File: config.mk
export PLATFORM = sky130hd
export DESIGN_NAME = lc3_trap_stack_ctrl
export DESIGN_NICKNAME = d
export VERILOG_FILES = /design/src/rtl/lc3_trap_stack_ctrl.sv
export SDC_FILE = /design/constraint.sdc
export NUM_CORES = 1
export LEC_CHECK = 0
export BUFFER_PORTS_ARGS = -buffer_cell sky130_fd_sc_hd__buf_2
export CAP_MARGIN = 20
export CORE_UTILIZATION = 42
export DETAILED_ROUTE_END_ITERATION = 7
export PLACE_DENSITY_LB_ADDON = 0.08
export SETUP_SLACK_MARGIN = 0.05
export SLEW_MARGIN = 20
export SYNTH_ARGS = -nofsm -noshare
export SYNTH_HDL_FRONTEND = slang
export SYNTH_SLANG_ARGS = --single-unit
File: constraint.sdc
create_clock -name clk -period 1.8 [get_ports clk]
set_input_delay 0 -clock clk [delete_from_list [all_inputs] [get_ports clk]]
set_output_delay 0 -clock clk [all_outputs]
set_load 0.02 [all_outputs]
File: src/rtl/lc3_trap_stack_ctrl.sv
// lc3_trap_stack_ctrl
//   Sequencer for LC-3 interrupt entry and RTI. The main control FSM hands
//   control to this block at an instruction boundary. It drives the SP unit
//   (SavedUSP/SavedSSP strobes, SP mux, SP bus gate) and the bus, register,
//   MAR/MDR, memory, PC and PSR strobes. Entry pushes PSR then PC onto the
//   supervisor stack and loads PC from the vector table. RTI pops PC then
//   PSR and swaps the user stack back in when the restored PSR is user mode.
// Ports
//   clk, reset              clock, async active-high reset
//   int_req/_vector/_priority  requesting device (level)
//   rti_req                 decoded RTI, held until done
//   psr_priv, psr_pri       current PSR[15], PSR[10:8]
//   mem_ready               memory access complete
//   int_ack, busy, done     handshake / status
//   ld_*, gate_*, spmux, mem_en, mem_we  datapath strobes
//   vector_addr, new_priority  latched vector table address / priority
module lc3_trap_stack_ctrl #(
  parameter logic [7:0] VEC_TABLE_HI = 8'h01,
  parameter logic [7:0] PRIV_VECTOR  = 8'h00
) (
  input  logic        clk,
  input  logic        reset,
  input  logic        int_req,
  input  logic [7:0]  int_vector,
  input  logic [2:0]  int_priority,
  input  logic        rti_req,
  input  logic        psr_priv,
  input  logic [2:0]  psr_pri,
  input  logic        mem_ready,
  output logic        int_ack,
  output logic        busy,
  output logic        done,
  output logic        ld_saved_usp,
  output logic        ld_saved_ssp,
  output logic [1:0]  spmux,
  output logic        gate_sp,
  output logic        gate_r6,
  output logic        ld_r6,
  output logic        gate_psr,
  output logic        gate_pc,
  output logic        gate_mdr,
  output logic        gate_vec,
  output logic [15:0] vector_addr,
  output logic        ld_mar,
  output logic        ld_mdr,
  output logic        mem_en,
  output logic        mem_we,
  output logic        ld_pc,
  output logic        ld_psr,
  output logic        ld_psr_int,
  output logic [2:0]  new_priority
);

  typedef enum logic [4:0] {
    IDLE, I_SW, I_DEC1, I_WPSR, I_WR1, I_DEC2, I_WPC, I_WR2, I_VEC, I_RD,
    I_LDPC, R_MAR1, R_RD1, R_PC, R_INC1, R_RD2, R_PSR, R_INC2, R_SW, DONE
  } state_t;

  typedef struct packed {
    logic       usp, ssp;
    logic [1:0] mux;
    logic       gsp, gr6, lr6, gpsr, gpc, gmdr, gvec;
    logic       mar, mdr, men, mwe, lpc, lpsr, lpsri;
  } strb_t;

  localparam logic [1:0] SP_USP = 2'b00, SP_INC = 2'b01,
                         SP_DEC = 2'b10, SP_SSP = 2'b11;

  state_t      state;
  logic [15:0] va_q;
  logic [2:0]  pri_q;
  logic        ack_q;
  strb_t       s;

  wire int_ok = int_req && (int_priority > psr_pri);

  // vector_addr is held as a full register so it reads 0 out of reset and
  // {VEC_TABLE_HI, vector} from the first acceptance onward.
  always_ff @(posedge clk or posedge reset) begin
    if (reset) begin
      state <= IDLE;
      va_q  <= '0;
      pri_q <= '0;
      ack_q <= 1'b0;
    end else begin
      ack_q <= 1'b0;
      case (state)
        IDLE: begin
          if (int_ok) begin
            // interrupt wins over a simultaneous RTI; RTI stays held and is
            // picked up again once this sequence returns to IDLE
            ack_q <= 1'b1;
            va_q  <= {VEC_TABLE_HI, int_vector};
            pri_q <= int_priority;
            state <= psr_priv ? I_SW : I_DEC1;
          end else if (rti_req) begin
            if (psr_priv) begin
              // RTI in user mode: privilege-violation exception
              va_q  <= {VEC_TABLE_HI, PRIV_VECTOR};
              pri_q <= psr_pri;
              state <= I_SW;
            end else begin
              state <= R_MAR1;
            end
          end
        end
        I_SW:   state <= I_DEC1;
        I_DEC1: state <= I_WPSR;
        I_WPSR: state <= I_WR1;
        I_WR1:  if (mem_ready) state <= I_DEC2;
        I_DEC2: state <= I_WPC;
        I_WPC:  state <= I_WR2;
        I_WR2:  if (mem_ready) state <= I_VEC;
        I_VEC:  state <= I_RD;
        I_RD:   if (mem_ready) state <= I_LDPC;
        I_LDPC: state <= DONE;
        R_MAR1: state <= R_RD1;
        R_RD1:  if (mem_ready) state <= R_PC;
        R_PC:   state <= R_INC1;
        R_INC1: state <= R_RD2;
        R_RD2:  if (mem_ready) state <= R_PSR;
        R_PSR:  state <= R_INC2;
        R_INC2: state <= R_SW;
        R_SW:   state <= DONE;
        DONE:   state <= IDLE;
        default: state <= IDLE;
      endcase
    end
  end

  // Moore strobe decode; R_SW alone looks at psr_priv, which by then is the
  // PSR just popped off the stack.
  always_comb begin
    s = '0;
    case (state)
      I_SW:   begin s.usp = 1'b1; s.mux = SP_SSP; s.gsp = 1'b1; s.lr6 = 1'b1; end
      I_DEC1,
      I_DEC2: begin s.mux = SP_DEC; s.gsp = 1'b1; s.lr6 = 1'b1; s.mar = 1'b1; end
      I_WPSR: begin s.gpsr = 1'b1; s.mdr = 1'b1; end
      I_WR1,
      I_WR2:  begin s.men = 1'b1; s.mwe = 1'b1; end
      I_WPC:  begin s.gpc = 1'b1; s.mdr = 1'b1; end
      I_VEC:  begin s.gvec = 1'b1; s.mar = 1'b1; s.lpsri = 1'b1; end
      I_RD,
      R_RD1,
      R_RD2:  begin s.men = 1'b1; s.mdr = 1'b1; end
      I_LDPC,
      R_PC:   begin s.gmdr = 1'b1; s.lpc = 1'b1; end
      R_MAR1: begin s.gr6 = 1'b1; s.mar = 1'b1; end
      R_INC1: begin s.mux = SP_INC; s.gsp = 1'b1; s.lr6 = 1'b1; s.mar = 1'b1; end
      R_PSR:  begin s.gmdr = 1'b1; s.lpsr = 1'b1; end
      R_INC2: begin s.mux = SP_INC; s.gsp = 1'b1; s.lr6 = 1'b1; end
      R_SW:   if (psr_priv) begin
                s.ssp = 1'b1; s.mux = SP_USP; s.gsp = 1'b1; s.lr6 = 1'b1;
              end
      default: s = '0;
    endcase
  end

  assign int_ack      = ack_q;
  assign busy         = (state != IDLE);
  assign done         = (state == DONE);
  assign ld_saved_usp = s.usp;
  assign ld_saved_ssp = s.ssp;
  assign spmux        = s.mux;
  assign gate_sp      = s.gsp;
  assign gate_r6      = s.gr6;
  assign ld_r6        = s.lr6;
  assign gate_psr     = s.gpsr;
  assign gate_pc      = s.gpc;
  assign gate_mdr     = s.gmdr;
  assign gate_vec     = s.gvec;
  assign ld_mar       = s.mar;
  assign ld_mdr       = s.mdr;
  assign mem_en       = s.men;
  assign mem_we       = s.mwe;
  assign ld_pc        = s.lpc;
  assign ld_psr       = s.lpsr;
  assign ld_psr_int   = s.lpsri;
  assign vector_addr  = va_q;
  assign new_priority = pri_q;

endmodule

==> run_results.csv <==
group,metric,value,unit
outcome,run_status,"finished with violations",
outcome,violations,"DRC",
cts,clock_path_buffers,2,
placed_design,dpl.cell_count,229,
worst_setup_path,worstSetupStartpoint,"state[2]",
global_routing,grt_antenna_before_repair,0,
placed_design,gp_congestion,0.8312,
worst_setup_path,cp.arrival,1.92,ns
pwr,power_leakage,0.9489,nW
synthesis,netlist_area,1319,um^2
timing,holdWs,0.08219,ns
min_path,hp-start,"mem_ready",
pwr,power_frac_seq,21.6,%
worst_setup_path,reg2reg_from,"state[2]",
synthesis,synth_commonest_cells,"dfrtp_1 (18), nor2_1 (11), o21ai_0 (9)",
worst_setup_path,max_stage_delay,0.45,ns
global_routing,use_met2,35.96,%
route,ant_nets,0,
floorplan,num_io_pins,60,
route,vias,1380,
synthesis,synth_area_leaders,"dfrtp_1 (34%), mux2_2 (6.8%), a22o_1 (5.3%)",
worst_setup_path,crit_path_end_kind,"flop",
route,drc,5,
pwr,switchingPower,1.512,mW
worst_setup_path,critPathTopFamily,"flip-flops",
cells_and_area,final_cells,249,
cts,cts_tree,"done",
pwr,combPwrFrac,70.7,%
timing,skew,0.002445,ns
synthesis,synth_edf_count,0,
pwr,peakVddDrop,0.8537,mV
timing,period_share,96.31,%
cts,cts.clk_slew.worst_paths,0.10,ns
global_routing,grt_max_degree,23,
timing,clock.fmax,576.8,MHz
pwr,p_int,1.665,mW
worst_setup_path,critPathMaxFanout,5,
timing,min_period,1.734,ns
worst_setup_path,worstReg2RegEnd,"state[0]",
route,finalWirelength,3466,um
global_routing,grt_pass1_wl,5271,um
route,drt_iter0_markers,25,
synthesis,synth_ff_type,"dfrtp_1",
cts,cts-root-buf,"clkbuf_4",
floorplan,rows,19,
worst_setup_path,crit_slowest_cell,"dfrtp_2",
worst_setup_path,worstSetupPathType,"reg2reg",
floorplan,fp.dieW,58.04,um
global_routing,grt.busiest_layer,"met2",
synthesis,yosysUniqueCellTypes,49,
timing,slew_headroom,54.59,%
route,drt_first_pass_iters,6,
cts,numCtsBuffers,3,
timing,slew_viol_final,0,
global_routing,grtUsageMet1,27.56,%
cts,htree_levels,1,
timing,hold_viol_final,0,
synthesis,synth_top_cell_by_area,"dfrtp_1",
cts,clkLatencyLatePin,0.29,ns
synthesis,synth-seq-cells,18,
global_routing,grt_usage,20.63,%
cts,clock_sinks,18,
min_path,hold_end,"state[1]",
global_routing,overflow,0,
pwr,p_per_area,1713,nW/um^2
worst_setup_path,r2r_cells,5,
global_routing,grt_pass1_vias,1129,
cells_and_area,syn_to_final_growth,40.61,%
route,via_per_inst,5.542,
timing,finalSetupViolations,0,
floorplan,design.core.area,2853,um^2
floorplan,die_h,58.04,um
worst_setup_path,timing.critical_path.buf_inv,1,
synthesis,syn_avg_cell_area,9.095,um^2
worst_setup_path,cp.required,1.98,ns
min_path,hold_path_depth,4,
cells_and_area,drive_gt1_share,46.79,%
floorplan,die-area,3368,um^2
synthesis,synth.most_common_cell,"dfrtp_1",
global_routing,use_met3,4.018,%
synthesis,async_flop_share,100.0,%
pwr,power,3.176,mW
worst_setup_path,crit_path_cell_trace,"buf_4 > nor2_1 > nand3_2 > o32ai_4 > mux2_2",
floorplan,initial_utilization,46.23,%
timing,rsz0062_at_grt,"true",
synthesis,yosysTopAreaCellShare,34.16,%
timing,tightestPinTransition,0.6804,ns
synthesis,syn_inst,145,
min_path,min_path_type,"in2reg",
route,wl_per_cell,13.92,um
cells_and_area,n_antenna_cell,0,
worst_setup_path,crit_path_start_kind,"flop",
synthesis,yosysSeqAreaShare,34.16,%
cells_and_area,nNetsFinal,242,
placed_design,port_buffers,52,
worst_setup_path,rrSetupSlack,0.07,ns
placed_design,hpwl,2505,um
flow_run,drv_cap,0,
synthesis,yosys_warnings,0,
cells_and_area,fin_util,65.00,%
pwr,swShare,47.59,%
pwr,clockPowerShare,7.7,%
-- kinds of logic (layout without fill, tap and decap cells) --
| kind of cell | after synthesis | count (layout) | synth area share, % |
|---|---|---|---|
| simple gates | 44 | 44 | 17.27 |
| compound gates | 39 | 39 | 24.29 |
| buf+inv | 28 | 95 | 11.10 |
| flops | 18 | 18 | 34.16 |
| mux | 10 | 10 | 8.729 |
| fa+ha+maj | 3 | 3 | 2.847 |
| xor+xnor | 2 | 2 | 1.329 |
| other cells | 1 | 7 | 0.2844 |
-- worst max-delay path by stage --
stage / endpoint / slack (ns) / cells past startpoint
global placement: state[2] / 0.04 / 9
detailed placement: state[2] / -0.04 / 9
floorplan: state[0] / 0.09 / 5
finish: state[0] / 0.07 / 5
CTS: gate_mdr / 0.06 / 7
global route: state[0] / 0.04 / 5
-- registers in the layout (all words and copies together), names as in the netlist --
| name | flops |
|---|---|
| int_ack | 1 |
| new_priority | 3 |
| state | 5 |
| vector_addr | 9 |
-- cells in the final DEF (no fill, tap or decap), types with 2 or more instances in the layout --
cell type	n
nor2b_1	2
a22o_1	8
nand2_1	6
nand2_2	2
clkbuf_4	3
dlygate4sd3_1	9
xor2_1	2
ha_1	3
conb_1	7
buf_2	51
nor3_1	5
dfrtp_2	3
a21oi_1	7
nor3b_2	2
nor2_1	11
buf_6	2
o21ai_0	8
buf_4	21
dfrtp_1	15
nand3_1	3
inv_1	7
mux2_2	8
-- tightest hold or removal path, stage by stage --
cell	delay, ns
buf_2	0.13
o21bai_1	0.07
o311ai_0	0.09
a21oi_1	0.05
-- final cells by class --
| type | count | area (um^2) |
|---|---|---|
| Clock buffer | 4 | 36.28 |
| Inverter | 8 | 32.53 |
| Timing Repair Buffer | 83 | 525.5 |
| Multi-Input combinational cell | 105 | 767.0 |
| Sequential cell | 18 | 454.2 |
| Tap cell | 31 | 38.79 |
| Fill cell | 255 | 998.5 |
-- power groups by stage --
stage	clock, mW	sequential, mW	combinational [mW]
finish	0.243	0.686	2.25
global route	0.267	0.703	2.42
CTS	0.252	0.678	2.12
detailed placement	0	0.680	2.04
global placement	0	0.672	2.01
floorplan	0	0.764	1.32
-- metal layers --
layer	vias up	routed length, um	part of all wire [%]
met3	4	168	4.8
met5	-	0	0
met1	676	1447	42
met4	0	20	0.58
met2	43	1829	53
li1	657	-	-
-- per-stage QoR --
stage / setup slack [ns] / TNS, ns / instance area [um^2]
after floorplan: 0.08838 / 0 / 1346
after global placement: 0.04315 / 0 / 1642
after detailed placement: -0.03616 / -0.03616 / 1642
after CTS: 0.06040 / 0 / 1798
after global routing: 0.04183 / 0 / 1854
final: 0.06634 / 0 / 1854
-- repair_timing --
item                                    CTS  global route
hold buffers                              9             0
gates resized for setup                   6             8
buffers inserted                          2             5
hold endpoints to repair                 26             0
pin swaps                                 0             2
endpoints found under the setup margin    4             7
Power figures use the tool's default switching activity.
